==> src/rtl/eth_pkg.sv <==
// Shared Ethernet constants, FSM state type and CRC32 helpers for the RX FCS path.
// The CRC is kept MSB-first internally; bytes are bit-reversed on entry to match the LSB-first wire order.
package eth_pkg;

    localparam logic [31:0] CRC_INIT    = 32'hFFFF_FFFF;
    localparam logic [31:0] CRC_RESIDUE = 32'hC704_DD7B;
    localparam logic [31:0] CRC_POLY    = 32'h04C1_1DB7;

    localparam int ETH_MIN_LEN = 64;
    localparam int ETH_MAX_LEN = 1518;

    typedef enum logic [1:0] {
        ST_IDLE = 2'd0,
        ST_FILL = 2'd1,
        ST_PASS = 2'd2
    } fcs_state_e;

    function automatic logic [7:0] bitrev8(input logic [7:0] b);
        logic [7:0] r;
        for (int i = 0; i < 8; i++) begin
            r[i] = b[7-i];
        end
        return r;
    endfunction

    function automatic logic [31:0] crc32_d8(input logic [31:0] crc, input logic [7:0] d);
        logic [31:0] c;
        logic        fb;
        c = crc;
        for (int i = 7; i >= 0; i--) begin
            fb = c[31] ^ d[i];
            c  = {c[30:0], 1'b0};
            if (fb) begin
                c = c ^ CRC_POLY;
            end
        end
        return c;
    endfunction

    function automatic logic [31:0] crc32_byte(input logic [31:0] crc, input logic [7:0] b);
        return crc32_d8(crc, bitrev8(b));
    endfunction

    function automatic logic [10:0] payload_len(input logic [10:0] n);
        return (n > 11'd4) ? (n - 11'd4) : 11'd0;
    endfunction

endpackage

==> src/rtl/eth_fcs_delay.sv <==
// Four-byte delay line that holds back the trailing FCS; the oldest byte sits in the top slot.
import eth_pkg::*;

module eth_fcs_delay (
    input  logic       sys_clk,
    input  logic       sys_rst_n,
    input  logic       clr_i,
    input  logic       push_i,
    input  logic [7:0] data_i,
    output logic [7:0] oldest_o,
    output logic [2:0] fill_o
);

    logic [31:0] line_q, line_d;
    logic [2:0]  fill_q, fill_d;

    // Clear together with push restarts the line holding just the new byte.
    always_comb begin
        line_d = line_q;
        fill_d = fill_q;
        if (clr_i) begin
            line_d = push_i ? {24'h0, data_i} : 32'h0;
            fill_d = push_i ? 3'd1 : 3'd0;
        end else if (push_i) begin
            line_d = {line_q[23:0], data_i};
            fill_d = (fill_q == 3'd4) ? 3'd4 : fill_q + 3'd1;
        end
    end

    always_ff @(posedge sys_clk) begin
        if (!sys_rst_n) begin
            line_q <= 32'h0;
            fill_q <= 3'd0;
        end else begin
            line_q <= line_d;
            fill_q <= fill_d;
        end
    end

    assign oldest_o = line_q[31:24];
    assign fill_o   = fill_q;

endmodule

==> config.mk <==
export PLATFORM = sky130hd
export DESIGN_NAME = eth_fcs_delay
export DESIGN_NICKNAME = d
export VERILOG_FILES = /design/src/rtl/eth_pkg.sv /design/src/rtl/eth_fcs_delay.sv
export SDC_FILE = /design/constraint.sdc
export NUM_CORES = 1
export LEC_CHECK = 0
export CORE_MARGIN = 2
export CORE_UTILIZATION = 25
export CTS_CLUSTER_SIZE = 20
export DETAILED_ROUTE_END_ITERATION = 7
export DONT_BUFFER_PORTS = 1
export MAX_ROUTING_LAYER = met4
export PLACE_DENSITY = 0.4
export RECOVER_POWER = 50
export SYNTH_ARGS = -nofsm -noshare
export SYNTH_HDL_FRONTEND = slang
export SYNTH_SLANG_ARGS = --single-unit
export TNS_END_PERCENT = 10
==> constraint.sdc <==
create_clock -name sys_clk -period 0.9 [get_ports sys_clk]
set_input_delay 0.18 -clock sys_clk [delete_from_list [all_inputs] [get_ports sys_clk]]
set_output_delay 0.18 -clock sys_clk [all_outputs]
set_load 0.1 [all_outputs]
# After elaboration in Yosys (flattened, before gate mapping)
# Index checks and enable logic that the tools add are counted.
# totals
out_inout_bits	11
wordCells	12
inputBits	12
ff_bits	35
# classes
mux	7
reduce_logical	1
n_eq_ne	1
n_addsub	1
# ops
cell	count
2-to-1 mux 32 bit	2
2-to-1 mux 3 bit	3
2-to-1 mux 8 bit	1
adder 3 x 1 -> 3 bit (second input constant)	1
== test 3 bit (second input constant)	1
nonzero test 2 bit	1
2-to-1 mux 1 bit	1

# Logic depth before layout (Yosys ltp)
# Gate-level depths: netlist of run 1.
# depth
depth_word	4
mapped_depth	5
depth_no_buf	5

# Least setup slack after synthesis of run 1
# No wires, ideal clock.
# synth_path
kind	reg-to-reg
from	register fill_q[0], in the netlist fill_o[0]
to	register fill_q[2], in the netlist fill_o[2]
period_less_slack_ps	1741
setup_slack_ps	-841
stages_incl_launch_ff	5
n_path_buf	0
setup_time_ps	119
t_arrival_ps	1622
path_cell_list	dfxtp_1 -> inv_1 -> ha_1 -> and4b_1 -> nor3_2
# synth_via
elab_chain_cells	4
word_cells_on_any_way	5
classes_between	add/sub (1); eq/ne (1); mux (3)
# synth_lines
element	line	text
start, declared	eth_fcs_delay.sv:15	logic [2:0] fill_q, fill_d;
start signal, assigned	eth_fcs_delay.sv:36	fill_q <= fill_d;
adder 3 x 1 -> 3 bit or == test 3 bit (tied branches)	eth_fcs_delay.sv:26	fill_d = (fill_q == 3'd4) ? 3'd4 : fill_q + 3'd1;
2-to-1 mux 3 bit *	eth_fcs_delay.sv:26	
2-to-1 mux 3 bit *	eth_fcs_delay.sv:24	end else if (push_i) begin
2-to-1 mux 3 bit *	eth_fcs_delay.sv:21	if (clr_i) begin
# Mark *: on every way between the ends. The rest lies on a longest branch, timed or not. The select of a mux whose other input is x is not followed.
# A chain may end at the register's enable or synchronous reset.

# Final worst setup path of run 1
# layout_path
from	register fill_q[0], in the netlist fill_o[0]
to	output port fill_o[0]
# layout_lines
element	line	text
end, declared	eth_fcs_delay.sv:11	output logic [2:0] fill_o
# No word-level cell between the ends.

==> flow_metrics.py, run 1 <==
metrics = {
    "finish": {
        "areaGrowthSynthToFinish_pct": 19.4,
        "nNetsFinal": 155,
        "final_core_util": 0.313,
        "fin_cells": 213,
        "n_antenna_cell": 0,
        "drive_above_1_share": 0.248,
        "fillers": 580,
    },
    "grt": {
        "grt_max_degree": 46,
        "antenna_found_initial": 0,
        "grt_pass1_vias": 883,
        "grtUsageTotal": 0.0839,
        "grt_pass1_wl_mm": 4.08,
        "gr-total-overflow": 0,
    },
    "timing": {
        "finalClockSkew_ns": 0.00318,
        "rsz0062_at_grt": "yes",
        "fin_ws_ns": -0.115,
        "drv_slew": 0,
        "fmax_mhz": 986,
        "min_period_ns": 1.01,
        "hold_ws_ns": 0.0331,
        "min_period_over_period": 1.13,
        "worst_slew_pin_slew_ns": 0.230,
        "setup_viol": 14,
        "max_slew_margin": 0.846,
        "hold_viol_final": 0,
    },
    "drt": {
        "routedLengthMet1_mm": 1.21,
        "drc": 0,
        "ant_nets": 0,
        "via_per_inst": 4.12,
        "route.met2.wl_mm": 1.03,
        "wl_met3_um": 127,
        "drtIter0Drc": 24,
        "drt_wl_total_mm": 2.39,
        "wl_per_cell_um": 11.2,
        "vias": 878,
        "first_pass_iters": 4,
        "highest_layer": "met4",
    },
    "power_and_ir_drop": {
        "power.density_nw_per_um2": 1690,
        "leakage_nw": 0.669,
        "pwr-share-clk": 0.403,
        "ir_worst_vdd_v": 0.00109,
        "p_comb_frac": 0.057,
        "intPower_mw": 2.36,
        "power_switching_mw": 0.587,
        "seq_power_share": 0.540,
        "swShare": 0.199,
    },
    "clock_network": {
        "cts.sinks": 35,
        "cts_made_buffers": 5,
        "clock_path_buffers": 2,
        "root_buffer": "clkbuf_8",
        "clk_pin_slew_ns": 0.06,
        "clk_latency_ns": 0.27,
        "cts_tree": "done",
        "htreeDepth": 2,
    },
    "setup_path": {
        "crit_chain": "buf_12",
        "critPathTopFamily": "flip-flops",
        "critPathLaunch": "fill_o[0]$_SDFFE_PN0P_",
        "cp.depth": 1,
        "crit_slowest_cell": "dfxtp_4",
        "cp_max_fo": 4,
        "path_class": "reg2out",
        "max_stage_delay_ns": 0.38,
        "r2r_cells": 4,
        "crit_end": "fill_o[0]",
        "regToRegStartpoint": "fill_o[0]$_SDFFE_PN0P_",
        "rr_endpoint": "fill_o[2]$_SDFFE_PN0P_",
        "path_buf_inv": 1,
        "cp.required_ns": 0.72,
        "arrival_ns": 0.83,
        "r2r_slack_ns": -0.10,
        "start_kind": "flop",
        "cp-end-kind": "primary output",
    },
    "worst_hold_path": {
        "hp-start": "sys_rst_n",
        "hold_path.class": "in2reg",
    },
    "synthesis": {
        "synth_seq_area_share": 0.480,
        "syn-instance-count": 138,
        "yosysWarnings": 0,
        "syn_nets": 152,
        "avgSynthCellArea_um2": 10.6,
        "synthesis.area_um2": 1460,
        "ys_ff_latch": 35,
        "ys_types": 18,
    },
    "floorplan": {
        "num_rows": 27,
        "io_pins": 23,
        "chipWidth_um": 80.4,
        "die_h_um": 80.4,
        "initial_core_util": 0.262,
        "core_area_um2": 5570,
        "fp.dieArea_um2": 6470,
    },
    "placed_design": {
        "io_buffers": 0,
        "dp_cells": 206,
        "dp_hpwl_mm": 1.59,
        "routabilityCongestion": 0.624,
    },
    "flow_run": {
        "drv_cap": 0,
    },
    "outcome": {
        "status": "finished with violations",
        "violations": "setup timing",
    },
}
how the worst min path moves through the flow:
stage                                   endpoint  cells after the start
after global routing      line_q[7]$_SDFFE_PN0P_                      1
final                     line_q[0]$_SDFFE_PN0P_                      1
after global placement    line_q[7]$_SDFFE_PN0P_                      1
after floorplan           line_q[0]$_SDFFE_PN0P_                      1
after CTS                 line_q[0]$_SDFFE_PN0P_                      1
after detailed placement  line_q[0]$_SDFFE_PN0P_                      1
area by class of cell:
cell class | count | area [um^2] | area share
Multi-Input combinational cell | 84 | 591 | 0.339
Clock buffer | 7 | 97.6 | 0.0560
Tap cell | 72 | 90.1 | 0.0517
Sequential cell | 35 | 722 | 0.414
Inverter | 2 | 7.51 | 0.00431
Timing Repair Buffer | 13 | 235 | 0.135
cells by family after synthesis:
logic type | share of synthesized area
flip-flops | 0.480
buffers and inverters | 0.127
AO/OA/AOI/OAI | 0.0428
AND/OR/NAND/NOR | 0.162
adder cells (fa/ha/maj) | 0.0171
multiplexers | 0.171
cell usage in the layout (no fill, tap or decap), types with 3 or more instances in the layout:
master	n
a21oi_1	9
buf_12	11
clkbuf_8	5
dfxtp_1	24
dfxtp_2	8
dfxtp_4	3
mux2i_1	25
nor2_1	25
nor2b_1	8
nor3b_1	8
synthesized netlist by cell type (all sizes together):
| cell | count | share of area |
|---|---|---|
| nor3 | 1 | 0.0069 |
| buf | 17 | 0.12 |
| nor2 | 25 | 0.064 |
| o21ai | 1 | 0.0034 |
| ha | 2 | 0.017 |
| a21oi | 10 | 0.034 |
| a21boi | 1 | 0.0051 |
| nand2b | 1 | 0.0043 |
| dfxtp | 35 | 0.48 |
| or3 | 1 | 0.0043 |
| and4b | 1 | 0.0069 |
| nor3b | 8 | 0.041 |
| mux2i | 25 | 0.17 |
| nor2b | 8 | 0.034 |
| inv | 2 | 0.0051 |
power groups by stage:
stage | clock network (mW) | registers [mW] | logic [mW]
finish | 1.19 | 1.59 | 0.168
global route | 1.30 | 1.59 | 0.184
detailed placement | 0 | 1.63 | 0.152
floorplan | 0 | 1.65 | 0.182
global placement | 0 | 1.62 | 0.147
CTS | 1.25 | 1.59 | 0.167
per-layer routing:
metal / vias to the layer above / GRT usage
met1: 395 / 0.103
met2: 24 / 0.119
met3: 2 / 0.0270
met5: - / -
met4: 0 / 0.0508
li1: 457 / -
sequential cells by signal, summed over array words and instances (netlist names):
register  count
line_q       32
fill_o        3
what timing repair did:
| item | in CTS | in global routing |
|---|---|---|
| setup endpoints to repair | 14 | 14 |
| hold buffers | 0 | 0 |
| gates resized for setup | 19 | 2 |
| setup buffers | 0 | 0 |
metrics by stage:
step | power (mW) | worst slack (ns) | setup TNS, ns | area (um^2)
floorplan | 1.83 | -0.262 | -0.718 | 1470
global placement | 1.77 | -0.0442 | -0.0925 | 1580
detailed placement | 1.78 | -0.0756 | -0.189 | 1580
CTS | 3.00 | -0.116 | -1.34 | 1740
global route | 3.08 | -0.137 | -1.64 | 1740
finish | 2.95 | -0.115 | -1.16 | 1740
No activity file was read; power rests on OpenSTA's default activity.
==> run 2, diff against run 1 <==
--- a/config.mk
+++ b/config.mk
@@ -7,7 +7,7 @@
 export LEC_CHECK = 0
 export CORE_MARGIN = 2
 export CORE_UTILIZATION = 25
-export CTS_CLUSTER_SIZE = 20
+export CTS_CLUSTER_SIZE = 25
 export DETAILED_ROUTE_END_ITERATION = 7
 export DONT_BUFFER_PORTS = 1
 export MAX_ROUTING_LAYER = met4
==> constraint.sdc (replaced) <==
create_clock -name sys_clk -period 0.8 [get_ports sys_clk]
set_input_delay 0.16 -clock sys_clk [delete_from_list [all_inputs] [get_ports sys_clk]]
set_output_delay 0.16 -clock sys_clk [all_outputs]
set_load 0.1 [all_outputs]
==> run 2 against run 1 <==
The flow still finishes with violations (setup timing); sequential power increased by 13%; hold slack lost 0.021 ns; first-iteration DRC count up 4.2%; via count grew 1.7%; clock skew increased by 0.0031 ns; sequential cell count stayed put; power is 26% higher; combinational power up 20%; clock power grew 44%; non-clock buffer count rose by 2; critical path depth did not move; critical path type unchanged; critical endpoint unchanged; largest cell class unchanged.
==> flow_metrics.py, run 2 (synthesis results as in run 1) <==
metrics = {
    "finish": {
        "n_antenna_cell": 0,
        "top_register": "line_q",
        "nNetsFinal": 157,
        "areaGrowthSynthToFinish_pct": 24.3,
        "final_core_util": 0.325,
        "design_area_um2": 1810,
        "layout_common_cells": "25 x mux2i_1, 25 x nor2_1, 25 x dfxtp_1",
        "largest_reg_flops": 32,
        "drive_above_1_share": 0.271,
    },
    "drt": {
        "wl_per_cell_um": 11.3,
        "drc": 0,
        "drtIter0Drc": 25,
        "drt_wl_total_mm": 2.43,
        "ant_nets": 0,
        "first_pass_iters": 4,
        "vias": 893,
        "via_per_inst": 4.13,
    },
    "setup_path": {
        "critPathTopFamily": "flip-flops",
        "start_kind": "flop",
        "critPathLaunch": "fill_o[0]$_SDFFE_PN0P_",
        "cp-end-kind": "primary output",
        "path_buf_inv": 1,
        "crit_slowest_cell": "dfxtp_4",
        "path_class": "reg2out",
        "arrival_ns": 0.85,
        "crit_chain": "buf_12",
        "cp.required_ns": 0.64,
        "cp_max_fo": 4,
        "regToRegStartpoint": "fill_o[0]$_SDFFE_PN0P_",
        "max_stage_delay_ns": 0.39,
    },
    "grt": {
        "antenna_found_initial": 0,
        "grt_pass1_wl_mm": 3.89,
        "gr-total-overflow": 0,
        "grtUsageTotal": 0.0817,
        "grt_pass1_vias": 850,
        "grt_max_degree": 46,
    },
    "timing": {
        "max_slew_margin": 0.854,
        "finalClockSkew_ns": 0.00626,
        "worst_slew_pin_slew_ns": 0.218,
        "fin_ws_ns": -0.205,
        "drv_slew": 0,
        "rsz0062_at_grt": "yes",
        "fmax_mhz": 995,
        "hold_viol_final": 0,
        "min_period_ns": 1.01,
        "setup_viol": 14,
        "min_period_over_period": 1.26,
    },
    "power_and_ir_drop": {
        "leakage_nw": 0.697,
        "power.density_nw_per_um2": 2040,
        "ir_worst_vdd_v": 0.000912,
    },
    "placed_design": {
        "routabilityCongestion": 0.592,
        "io_buffers": 0,
        "place_ws_ns": -0.179,
        "dp_hpwl_mm": 1.61,
        "postPlaceCellArea_um2": 1580,
    },
    "flow_run": {
        "drv_cap": 0,
    },
    "clock_network": {
        "root_buffer": "clkbuf_8",
        "cts.sinks": 35,
        "clock_path_buffers": 2,
        "cts_made_buffers": 5,
        "htreeDepth": 2,
        "cts_tree": "done",
        "clk_latency_ns": 0.28,
        "clk_pin_slew_ns": 0.06,
    },
    "outcome": {
        "status": "finished with violations",
        "violations": "setup timing",
    },
    "floorplan": {
        "initial_core_util": 0.262,
        "num_rows": 27,
        "io_pins": 23,
        "chipWidth_um": 80.4,
        "die_h_um": 80.4,
        "core_area_um2": 5570,
        "fp.dieArea_um2": 6470,
    },
    "worst_hold_path": {
        "hold_path.class": "in2reg",
        "hp-start": "sys_rst_n",
    },
}
run 2: changes by cell type in the layout (fill, tap and decap cells not counted):
cell,before,now
bufinv_16,0,1
inv_4,0,1
nor3b_2,0,4
inv_2,2,1
dlygate4sd3_1,0,2
nor3b_1,8,4
dfxtp_2,8,7
dfxtp_1,24,25
run 2: routing by layer:
metal,vias up,routed length (um),track usage
met3,5,149,0.0438
met4,0,37,0.0356
li1,461,-,-
met5,-,0,-
met2,21,1070,0.119
met1,406,1180,0.0927
run 2: final timing paths:
path	to	slack, ns	cells past startpoint
min	line_q[0]$_SDFFE_PN0P_	0.01	1
max	fill_o[0]	-0.21	1
max reg2reg	fill_o[2]$_SDFFE_PN0P_	-0.19	4
min reg2reg	line_q[9]$_SDFFE_PN0P_	0.49	2
run 2: repair_timing:
| item | CTS | global route |
|---|---|---|
| pin swaps | 2 | 2 |
| resized for setup | 18 | 7 |
| hold buffers | 1 | 1 |
| setup endpoints to repair | 14 | 18 |
| setup buffers | 0 | 0 |
| gates cloned | 0 | 0 |
| endpoints found under the hold margin | 5 | 1 |
run 2: report_power, final:
group          switching (mW)  leakage (nW)  internal [mW]  total [mW]
clock                   0.595        0.0636           1.12        1.71
combinational          0.0942         0.344          0.108       0.202
sequential             0.0215         0.290           1.77        1.79
run 2: metrics by stage:
stage                     hold slack [ns]  total power [mW]  instances  TNS (ns)
after floorplan                     0.288              2.06        138     -1.69
after global placement              0.290              1.99        206    -0.376
after detailed placement            0.295              2.00        206    -0.491
after CTS                        0.000462              3.76        215     -2.68
after global routing               0.0105              3.85        216     -2.97
final                              0.0124              3.70        216     -2.48
run 2: area by class of cell:
class,count,area [um^2]
fillers,598,3760
multi-input cells,84,611
clock inverters,1,30.0
repair buffers,15,255
inverters,2,10.0
well taps,72,90.1
flip-flops and latches,35,721
clock buffers,7,97.6
==> run 3, diff against run 2 <==
--- a/config.mk
+++ b/config.mk
@@ -6,12 +6,11 @@
 export NUM_CORES = 1
 export LEC_CHECK = 0
 export CORE_MARGIN = 2
-export CORE_UTILIZATION = 25
+export CORE_UTILIZATION = 55
 export CTS_CLUSTER_SIZE = 25
 export DETAILED_ROUTE_END_ITERATION = 7
 export DONT_BUFFER_PORTS = 1
-export MAX_ROUTING_LAYER = met4
-export PLACE_DENSITY = 0.4
+export PLACE_DENSITY = 0.73
 export RECOVER_POWER = 50
 export SYNTH_ARGS = -nofsm -noshare
 export SYNTH_HDL_FRONTEND = slang
==> run 3 against run 2 <==
The run still ends with setup timing left; power shrank 18%; critical path depth grew 1; maximum frequency shrank 9.2%; register-to-register slack lost 0.10 ns; wire length shrank 1.8%; combinational power grew 13%; via count grew 6.9%; critical endpoint is now fill_o[1]; largest power group unchanged.
==> flow_metrics.py, run 3 (synthesis results as in run 1) <==
metrics = {
    "timing": {
        "worst_slew_pin_slew_ns": 0.277,
        "setup_viol": 14,
        "finalClockSkew_ns": 0.00492,
        "drv_slew": 0,
        "min_period_ns": 1.11,
        "fmax_mhz": 903,
        "rsz0062_at_grt": "yes",
        "fin_ws_ns": -0.307,
        "min_period_over_period": 1.38,
        "max_slew_margin": 0.815,
        "hold_viol_final": 0,
    },
    "outcome": {
        "status": "finished with violations",
        "violations": "setup timing",
    },
    "grt": {
        "grt_pass1_wl_mm": 3.87,
        "grt_max_degree": 46,
        "grtUsageTotal": 0.162,
        "antenna_found_initial": 0,
        "gr-total-overflow": 0,
        "grt_pass1_vias": 893,
    },
    "setup_path": {
        "start_kind": "flop",
        "cp.required_ns": 0.64,
        "regToRegStartpoint": "fill_o[1]$_SDFFE_PN0P_",
        "arrival_ns": 0.95,
        "cp-end-kind": "primary output",
        "r2r_slack_ns": -0.29,
        "path_class": "reg2out",
        "cp_max_fo": 2,
        "r2r_cells": 5,
        "rr_endpoint": "fill_o[2]$_SDFFE_PN0P_",
    },
    "power_and_ir_drop": {
        "p_total_mw": 3.06,
        "ir_worst_vdd_v": 0.00119,
        "power.density_nw_per_um2": 1720,
        "leakage_nw": 0.710,
    },
    "worst_hold_path": {
        "min_to": "line_q[1]$_SDFFE_PN0P_",
        "hold_path_depth": 2,
        "hp-start": "push_i",
        "hold_path.class": "in2reg",
    },
    "clock_network": {
        "clk_pin_slew_ns": 0.10,
        "root_buffer": "clkbuf_4",
        "clock_path_buffers": 2,
        "htreeDepth": 2,
        "cts.sinks": 35,
        "cts_made_buffers": 5,
        "cts_tree": "done",
        "clk_latency_ns": 0.32,
    },
    "placed_design": {
        "routabilityCongestion": 0.703,
        "io_buffers": 0,
        "dp_hpwl_mm": 1.54,
        "postPlaceCellArea_um2": 1540,
    },
    "drt": {
        "vias": 955,
        "drtIter0Drc": 16,
        "via_per_inst": 5.28,
        "first_pass_iters": 4,
        "ant_nets": 0,
        "wl_per_cell_um": 13.2,
        "drt_wl_total_mm": 2.39,
        "drc": 0,
    },
    "finish": {
        "fillers": 181,
        "design_area_um2": 1780,
        "drive_above_1_share": 0.311,
        "top_register": "line_q",
        "n_antenna_cell": 0,
        "layout_common_cells": "25 x mux2i_1, 25 x nor2_1, 22 x dfxtp_1",
        "largest_reg_flops": 32,
        "areaGrowthSynthToFinish_pct": 21.9,
        "nNetsFinal": 164,
    },
    "floorplan": {
        "die_h_um": 55.5,
        "num_rows": 18,
        "io_pins": 23,
        "core_area_um2": 2500,
        "initial_core_util": 0.584,
        "fp.dieArea_um2": 3080,
        "chipWidth_um": 55.5,
    },
    "flow_run": {
        "drv_cap": 0,
    },
}
## run 3: layout make-up
cell class	instances	area (um^2)	share of cell area
clock buffers	8	68.8	0.0387
well taps	30	37.5	0.0211
flip-flops and latches	35	724	0.407
multi-input cells	84	621	0.349
repair buffers	22	319	0.179
inverters	2	10.0	0.00562
## run 3: worst max path at each step
stage / start / to / slack, ns
floorplan: fill_o[0]$_SDFFE_PN0P_ / fill_o[2]$_SDFFE_PN0P_ / -0.36
global placement: fill_o[0]$_SDFFE_PN0P_ / fill_o[2]$_SDFFE_PN0P_ / -0.13
detailed placement: fill_o[0]$_SDFFE_PN0P_ / fill_o[2]$_SDFFE_PN0P_ / -0.19
CTS: fill_o[1]$_SDFFE_PN0P_ / fill_o[1] / -0.32
global route: fill_o[1]$_SDFFE_PN0P_ / fill_o[1] / -0.35
finish: fill_o[1]$_SDFFE_PN0P_ / fill_o[1] / -0.31
## run 3: per-stage QoR
stage	hold slack, ns	setup slack, ns	setup TNS [ns]	util	cells
CTS	-0.0233	-0.318	-3.48	0.688	178
finish	0.00379	-0.307	-3.25	0.712	181
global placement	0.291	-0.130	-0.423	0.618	166
floorplan	0.288	-0.362	-1.69	-	138
global route	-0.0188	-0.348	-3.94	0.712	181
detailed placement	0.298	-0.186	-0.560	0.618	166
## run 3: timing repair
item,in CTS,in global routing
pin swaps,1,2
endpoints found under the setup margin,15,19
endpoints found under the hold margin,24,12
buffers inserted,2,0
hold buffers,2,3
resized for setup,22,8
## run 3: worst max-delay path, cell delays in order (launching register included)
cell and delay (ns):
dfxtp_4 0.36, buf_6 0.11, buf_12 0.15
## run 3: where the power goes
group | internal (mW) | switching [mW] | total (mW)
sequential | 1.77 | 0.0195 | 1.79
combinational | 0.126 | 0.102 | 0.228
clock | 0.517 | 0.525 | 1.04
total | 2.41 | 0.646 | 3.06
## run 3: routing by layer
| metal | share of wire | GRT usage | up-vias |
|---|---|---|---|
| li1 | - | - | 474 |
| met1 | 0.42 | 0.178 | 458 |
| met2 | 0.52 | 0.277 | 17 |
| met3 | 0.036 | 0.0656 | 6 |
| met4 | 0.021 | 0.0627 | 0 |
| met5 | 0 | 0 | - |
